## src/rtl/operand_bypass_unit.sv

```systemverilog
// ID->EX operand bypass and hazard unit.
// Tracks the destination tags of instructions in the EX, MEM and WB slots.
// For every source operand it forwards the youngest matching producer.
// It stalls issue while that producer has no result yet (load-use).
// A watchdog sets a sticky flag when a stall lasts too long.
module operand_bypass_unit #(
  parameter int DATA_W     = 32,
  parameter int REG_ADDR_W = 5,
  parameter int NUM_SRC    = 2,
  parameter int STALL_MAX  = 8
) (
  input  logic                          clk,
  input  logic                          rst_n,
  input  logic                          flush,
  input  logic                          id_valid,
  input  logic [NUM_SRC*REG_ADDR_W-1:0] id_src_addr,
  input  logic [NUM_SRC*DATA_W-1:0]     id_src_data,
  input  logic [REG_ADDR_W-1:0]         id_dst_addr,
  input  logic                          id_wr_en,
  input  logic [DATA_W-1:0]             ex_result,
  input  logic                          ex_res_vld,
  input  logic [DATA_W-1:0]             mem_result,
  input  logic                          mem_res_vld,
  input  logic [DATA_W-1:0]             wb_result,
  output logic                          stall,
  output logic                          ex_valid,
  output logic [NUM_SRC*DATA_W-1:0]     ex_opnd,
  output logic [NUM_SRC*2-1:0]          ex_fwd_sel,
  output logic                          err_stall_timeout
);

  localparam logic [1:0] SEL_RF  = 2'b00;
  localparam logic [1:0] SEL_WB  = 2'b01;
  localparam logic [1:0] SEL_MEM = 2'b10;
  localparam logic [1:0] SEL_EX  = 2'b11;

  // Counter holds the number of consecutive stall cycles already completed.
  // It saturates at STALL_MAX.
  localparam int CNT_W = $clog2(STALL_MAX + 1);
  localparam logic [CNT_W-1:0] CNT_ONE  = CNT_W'(1);
  localparam logic [CNT_W-1:0] CNT_LAST = CNT_W'(STALL_MAX - 1);
  localparam logic [CNT_W-1:0] CNT_SAT  = CNT_W'(STALL_MAX);

  typedef enum logic {
    ST_RUN   = 1'b0,
    ST_STALL = 1'b1
  } state_t;

  // Tag slots: a slot is valid only when its instruction writes a non-zero register.
  logic                  ex_vld_q,  mem_vld_q,  wb_vld_q;
  logic [REG_ADDR_W-1:0] ex_dst_q,  mem_dst_q,  wb_dst_q;

  logic [NUM_SRC-1:0]        hazard;
  logic [NUM_SRC*DATA_W-1:0] sel_data;
  logic [NUM_SRC*2-1:0]      sel_code;
  logic                      stall_int;
  logic                      issue;
  logic                      dst_wr;

  logic                      ex_valid_q;
  logic [NUM_SRC*DATA_W-1:0] opnd_q;
  logic [NUM_SRC*2-1:0]      fwd_sel_q;

  state_t           state_q;
  logic [CNT_W-1:0] stall_cnt_q;
  logic             err_q;

  genvar gi;
  generate
    for (gi = 0; gi < NUM_SRC; gi++) begin : g_src
      logic [REG_ADDR_W-1:0] src;
      logic                  hit_ex, hit_mem, hit_wb;
      logic [DATA_W-1:0]     data_d;
      logic [1:0]            code_d;
      logic                  haz_d;

      assign src     = id_src_addr[gi*REG_ADDR_W +: REG_ADDR_W];
      assign hit_ex  = ex_vld_q  && (ex_dst_q  == src);
      assign hit_mem = mem_vld_q && (mem_dst_q == src);
      assign hit_wb  = wb_vld_q  && (wb_dst_q  == src);

      // Youngest matching producer wins; a producer without its result yet is a hazard.
      always_comb begin
        data_d = id_src_data[gi*DATA_W +: DATA_W];
        code_d = SEL_RF;
        haz_d  = 1'b0;
        if (hit_ex) begin
          data_d = ex_result;
          code_d = SEL_EX;
          haz_d  = !ex_res_vld;
        end else if (hit_mem) begin
          data_d = mem_result;
          code_d = SEL_MEM;
          haz_d  = !mem_res_vld;
        end else if (hit_wb) begin
          data_d = wb_result;
          code_d = SEL_WB;
        end
      end

      assign sel_data[gi*DATA_W +: DATA_W] = data_d;
      assign sel_code[gi*2 +: 2]           = code_d;
      assign hazard[gi]                    = haz_d;

      assign ex_opnd[gi*DATA_W +: DATA_W]  = opnd_q[gi*DATA_W +: DATA_W];
      assign ex_fwd_sel[gi*2 +: 2]         = fwd_sel_q[gi*2 +: 2];
    end
  endgenerate

  // Flush overrides stall so that a killed instruction never holds the front end.
  assign stall_int = id_valid && (|hazard) && !flush;
  assign issue     = id_valid && !stall_int && !flush;
  assign dst_wr    = id_wr_en && (id_dst_addr != '0);

  assign stall             = stall_int;
  assign ex_valid          = ex_valid_q;
  assign err_stall_timeout = err_q;

  // Advance the tag pipeline each cycle; EX receives a bubble unless an instruction issues.
  always_ff @(posedge clk or negedge rst_n) begin
    if (!rst_n) begin
      ex_vld_q  <= 1'b0;
      ex_dst_q  <= '0;
      mem_vld_q <= 1'b0;
      mem_dst_q <= '0;
      wb_vld_q  <= 1'b0;
      wb_dst_q  <= '0;
    end else begin
      wb_vld_q  <= mem_vld_q;
      wb_dst_q  <= mem_dst_q;
      mem_vld_q <= ex_vld_q;
      mem_dst_q <= ex_dst_q;
      ex_vld_q  <= issue && dst_wr;
      ex_dst_q  <= issue ? id_dst_addr : '0;
    end
  end

  // Register the selected operands into EX on issue; otherwise hold the last values.
  always_ff @(posedge clk or negedge rst_n) begin
    if (!rst_n) begin
      ex_valid_q <= 1'b0;
      opnd_q     <= '0;
      fwd_sel_q  <= '0;
    end else begin
      ex_valid_q <= issue;
      if (issue) begin
        opnd_q    <= sel_data;
        fwd_sel_q <= sel_code;
      end
    end
  end

  // RUN/STALL tracker with a sticky timeout once a stall reaches STALL_MAX consecutive cycles.
  always_ff @(posedge clk or negedge rst_n) begin
    if (!rst_n) begin
      state_q     <= ST_RUN;
      stall_cnt_q <= '0;
      err_q       <= 1'b0;
    end else begin
      case (state_q)
        ST_RUN: begin
          stall_cnt_q <= '0;
          if (stall_int) begin
            state_q     <= ST_STALL;
            stall_cnt_q <= CNT_ONE;
            if (CNT_LAST == '0) err_q <= 1'b1;
          end
        end
        ST_STALL: begin
          if (stall_int) begin
            if (stall_cnt_q != CNT_SAT) stall_cnt_q <= stall_cnt_q + CNT_ONE;
            if (stall_cnt_q >= CNT_LAST) err_q <= 1'b1;
          end else begin
            state_q     <= ST_RUN;
            stall_cnt_q <= '0;
          end
        end
        default: begin
          state_q     <= ST_RUN;
          stall_cnt_q <= '0;
        end
      endcase
    end
  end

endmodule

```

## config.mk

```make
export PLATFORM = sky130hd
export DESIGN_NAME = operand_bypass_unit
export DESIGN_NICKNAME = d
export VERILOG_FILES = /design/src/rtl/operand_bypass_unit.sv
export SDC_FILE = /design/constraint.sdc
export NUM_CORES = 1
export LEC_CHECK = 0
export ABC_AREA = 1
export BUFFER_PORTS_ARGS = -buffer_cell sky130_fd_sc_hd__buf_4
export CAP_MARGIN = 15
export CORE_ASPECT_RATIO = 1.75
export CORE_MARGIN = 2
export CORE_UTILIZATION = 45
export CTS_CLUSTER_DIAMETER = 60
export DETAILED_ROUTE_END_ITERATION = 10
export PLACE_DENSITY = 0.78
export SYNTH_ARGS = -nofsm -noshare
export SYNTH_HDL_FRONTEND = slang
export SYNTH_SLANG_ARGS = --single-unit
export TNS_END_PERCENT = 20
```

## constraint.sdc

```tcl
create_clock -name clk -period 2.2 [get_ports clk]
set_clock_uncertainty 0.2 [all_clocks]
set_input_delay 0.55 -clock clk [delete_from_list [all_inputs] [get_ports clk]]
set_output_delay 0.55 -clock clk [all_outputs]
set_load 0.01 [all_outputs]
```

== Yosys cells after proc, flatten, opt, wreduce, memory -nomap -nowiden ==
Cells that the tools add are included.

* Register bits after elaboration: 93
* Output and inout port bits: 71
* Word-level logic and storage cells: 64

* Reductions and logical operators: 19
* Magnitude comparators: 1
* Equal/unequal tests: 8
* Bitwise logic cells: 1
* Muxes and demuxes: 22
* Add/subtract/negate cells: 1

{| class="wikitable"
|+ Operator list
! kind !! count
|-
| $mux 32 || 6
|-
| $eq 5x5->1 || 6
|-
| $logic_and 1x1->1 || 12
|-
| $mux 1 || 8
|-
| $mux 2 || 4
|-
| $mux 4 || 2
|-
| $pmux 4 s2 || 1
|-
| $mux 5 || 1
|-
| $reduce_bool 5->1 || 1
|-
| $add 4x1->4 const B || 1
|-
| $ge 4x3->1 const B || 1
|-
| $logic_not 1->1 || 4
|-
| $ne 4x4->1 const B || 1
|-
| $ne 3x2->1 const B || 1
|-
| $reduce_and 3->1 || 1
|-
| $reduce_or 2->1 || 1
|-
| $not 1->1 || 1
|}

== Depth between registers and ports, before layout ==
* Word-level depth: 11
* Gate-level depth with buffers: 14
* Gate-level depth less buffers: 13

== Worst setup path after synthesis ==
Ideal clock, no wire load.

* Kind: input-to-output
* Start point: input id_src_addr[3]
* End point: output stall
* Buffers on the path: 0
* Required time: 1,450 ps
* Arrival time: 1,401 ps
* Stages: 10
* Path slack: 49 ps
* Path through: inv_2 > a21oi_1 > nand2_1 > nor2_4 > nand2_4 > nand2_1 > nand2_1 > nand2_2 > nand2_1 > inv_1

* Longest elaborated chain between the ends: 7
* Elaborated cells between the ends (all ways): 9

{| class="wikitable"
|+ RTL lines
! item !! line !! source
|-
| start: declaration || 16 || <nowiki>input logic [NUM_SRC*REG_ADDR_W-1:0] id_src_addr,</nowiki>
|-
| $eq 5x5->1 || 79 || <nowiki>assign hit_mem = mem_vld_q && (mem_dst_q == src);</nowiki>
|-
| $logic_and 1x1->1 || 79 ||
|-
| $mux 1 || 91 || <nowiki>end else if (hit_mem) begin</nowiki>
|-
| $mux 1 (*) || 87 || <nowiki>if (hit_ex) begin</nowiki>
|-
| $reduce_or 2->1 (*) || 111 || <nowiki>assign stall_int = id_valid && (|hazard) && !flush;</nowiki>
|-
| $logic_and 1x1->1 (*) (2 in series) || 111 ||
|-
| end: declaration || 25 || <nowiki>output logic stall,</nowiki>
|}

Every way passes the cells marked *; elsewhere a longest branch is shown, timed or not.

== Worst setup path after layout ==
* Start point: register ex_dst_q[4]
* End point: output stall

* Longest elaborated chain between the ends: 6
* Elaborated cells between the ends (all ways): 9

{| class="wikitable"
|+ RTL lines
! item !! line !! source
|-
| start: declaration || 51 || <nowiki>logic [REG_ADDR_W-1:0] ex_dst_q, mem_dst_q, wb_dst_q;</nowiki>
|-
| start signal: assignment || 134 || <nowiki>ex_dst_q <= issue ? id_dst_addr : '0;</nowiki>
|-
| $eq 5x5->1 || 78 || <nowiki>assign hit_ex = ex_vld_q && (ex_dst_q == src);</nowiki>
|-
| $logic_and 1x1->1 || 78 ||
|-
| $mux 1 || 87 ||
|-
| $reduce_or 2->1 (*) || 111 ||
|-
| $logic_and 1x1->1 (*) (2 in series) || 111 ||
|}

Marks and branches as above.

==> results.cfg <==
[status]
status = finished with violations
violations = setup timing

[worst_setup_path]
crit_top_cell = nand2_2
critical_path_required_ns = 1.45
start_kind = register
path_cells = xnor2_2 > nand2_2 > nor2_4 > nand2_4 > nand2_2 > nand2_2 > nand2_2 > nand2_2 > inv_2 > buf_6
cp_max_fo = 3
rrSetupSlack_ns = 0.02
crit_arrival_ns = 1.72
crit_family = simple AND/OR/NAND/NOR gates
path_buf_inv = 2
slowest_stage = dfrtp_2
path_class = register to output port
endpoint_kind = output port
crit_path_max_incr_delay_ns = 0.46

[cts]
cts_num_sinks = 93
htreeDepth = 3
clockBufferDepth = 2
clk_pin_slew_ns = 0.07
cts-root-buf = clkbuf_16
cts_tree = built
clock_latency_ns = 0.34
cts-hold-fix-buffers = 0
cts_buffers = 9

[global_route]
overflow = 0
groute.usage.overall_pct = 31.34
antenna_found_initial = 0
grt_pass1_vias = 7345
top_usage_layer = met2
grt_max_degree = 94
grt_pass1_wl_um = 36710
use_met1_pct = 36.04
grt_use_met3_pct = 5.019
use_met2_pct = 54.35

[placed_design]
place_hpwl_um = 17620
postPlaceCellArea_sq_um = 8716
place_congestion = 0.9168
portBuffers = 252
place_inst = 1464

[pwr]
p_int_mw = 3.325
power_switching_mw = 1.511
netSwitchingFraction_pct = 31.25
leakagePower_nw = 5.463
seqPwrFrac_pct = 41.5
power_frac_comb_pct = 26.2
power_density_nw_per_um2 = 517.4
p_total_mw = 4.837
vdd_ir_drop_max_mv = 0.3636
p_clk_share_pct = 32.2

[timing]
hold_viol_final = 0
timing.final.crit_period_ns = 2.468
maxSlewHeadroom_pct = 65.61
layout_setup_ws_ns = -0.2678
grt_setup_unrepaired = yes
drv_slew = 0
final.period_utilization_pct = 112.2
setup_tns_ns = -0.2678
max_freq_ghz = 0.4052
tightest_slew_ns = 0.5159
setup_viol = 1

[finish]
syn2layout_area_growth_pct = 47.79
drive_above_1_share_pct = 28.90
final_cells = 1492
final_nets = 1494
diodes = 0
finalInstanceArea_sq_um = 9348

[synth]
synth_area_sq_um = 6325
post-synth-top-area-fraction_pct = 36.80
synthesis.instances = 1039
synth_seq_cells = 93
ys.flop_type = dfrtp_1
synthTopCellsByArea = dfrtp_1 37%, nand2_1 32%, nand3_1 7.6%
synthArstFlopShare_pct = 100.0
syn_nets = 1223
synth.yosys.seq_area_share_pct = 36.80
synth_edf_count = 0
ys_types = 29
avgSynthCellArea_sq_um = 6.087
yosys_warnings = 0
yosys.area.top_type = dfrtp_1

[floorplan]
die_area_sq_um = 15060
ioPinCount = 253
start_util_pct = 45.71
die_w_um = 93.62
core_area_sq_um = 13840
die_height_um = 160.8
rows = 57

[routing]
drc = 0
wire_per_inst_um = 16.41
initialDrtViolationCount = 468
dr.pass1.iters = 5
ant_nets = 0
routed-via-count = 7723
via_per_inst = 5.176
finalWirelength_um = 24480

[hold_path]
min_path_type = input pin to asynchronous set/reset pin

[job]
cap_violations = 0
==> per-layer routing <==
metal  vias to the layer above  wire, um
met5                         -         0
met4                         0      1407
met3                        94      2038
met2                       430     12390
met1                      3485      8639
li1                       3714         -
==> final cells by class <==
cell class | instances | area (sq um)
inverter | 117 | 451.7
clock buffer | 9 | 225.2
sequential | 93 | 2333
clock inverter | 7 | 67.56
fill | 1252 | 4488
timing repair buffer | 314 | 2685
multi-input combinational | 775 | 3363
tap | 177 | 221.5
==> sequential cells by signal, summed over array words and instances, names as in the netlist, 4 cells and up <==
signal,cells
ex_opnd,64
ex_dst_q,5
mem_dst_q,5
wb_dst_q,5
ex_fwd_sel,4
stall_cnt_q,4
==> synth_stat cells (2+ instances only) <==
| cell | instances |
|---|---|
| inv_2 | 5 |
| nand2_2 | 3 |
| buf_2 | 29 |
| nand3_2 | 2 |
| nor2_1 | 31 |
| ha_1 | 2 |
| nand2_1 | 544 |
| inv_1 | 112 |
| nand4_1 | 12 |
| dfrtp_1 | 93 |
| buf_4 | 3 |
| o211ai_2 | 2 |
| o21ai_1 | 2 |
| xor2_1 | 3 |
| xnor2_1 | 3 |
| o21ai_0 | 60 |
| buf_1 | 2 |
| o22ai_1 | 2 |
| clkbuf_1 | 14 |
| nand3_1 | 96 |
| nor2_2 | 2 |
| a21oi_1 | 5 |
| buf_6 | 6 |
==> worst reg2reg max path, delay by kind of cell (launching register included) <==
family	cells	cell delay, ns
buf+inv	4	0.54
simple gates	8	0.77
flops	1	0.46
xor+xnor	1	0.15
==> timing repair <==
item	4_1_cts	5_1_grt
pin swaps	8	13
endpoints found under the setup margin	27	76
gates cloned	2	3
resized for setup	11	38
buffers inserted	2	6
==> logic make-up after synthesis <==
| kind of cell | after synthesis | synth area share (%) |
|---|---|---|
| DFF | 93 | 36.80 |
| AOI/OAI and AO/OA | 73 | 6.113 |
| buffers and inverters | 171 | 11.61 |
| xor gates and xnor gates | 6 | 0.8310 |
| and+or+nand+nor | 694 | 44.25 |
| adders and majority gates | 2 | 0.3956 |
==> path summary, 6_finish.rpt <==
kind                              from     endpoint  cells after the start
min in group clk              ex_vld_q    mem_vld_q                      0
max in group asynchronous        rst_n      state_q                      2
min reg2reg                   ex_vld_q    mem_vld_q                      0
max reg2reg                ex_dst_q[4]  ex_opnd[17]                     13
max                        ex_dst_q[4]        stall                     10
min                              rst_n     ex_vld_q                      2
==> cells in the final DEF (no fill, tap or decap), drive strengths merged, types with 2 or more instances in the layout <==
| cell type | n |
|---|---|
| o21ai | 62 |
| nand4 | 12 |
| nand2 | 548 |
| xor2 | 3 |
| ha | 2 |
| buf | 311 |
| nand3 | 98 |
| o22ai | 2 |
| a21oi | 5 |
| nor2 | 34 |
| dfrtp | 93 |
| o211ai | 2 |
| inv | 119 |
| xnor2 | 3 |
| clkinv | 4 |
| clkbuf | 12 |
==> stage by stage <==
stage          setup slack (ns)  hold slack [ns]  utilization, %
2_1_floorplan           0.04946          0.05441               -
3_5_place_dp            -0.2363           0.1657           63.00
5_1_grt                 -0.3819          0.07943           67.56
4_1_cts                 -0.2821          0.06957           65.76
6_report                -0.2678          0.03536           67.56
3_3_place_gp            -0.2101           0.1656           63.00
==> power groups by stage <==
stage	clock network [mW]	logic (mW)	registers, mW
after floorplan	0	0.393	2.09
after global placement	0	1.19	2.03
after detailed placement	0	1.21	2.03
after CTS	1.60	1.23	2.01
after global routing	1.64	1.38	2.03
final	1.56	1.27	2.01
Note: power is estimated with default switching activity, not from simulation.
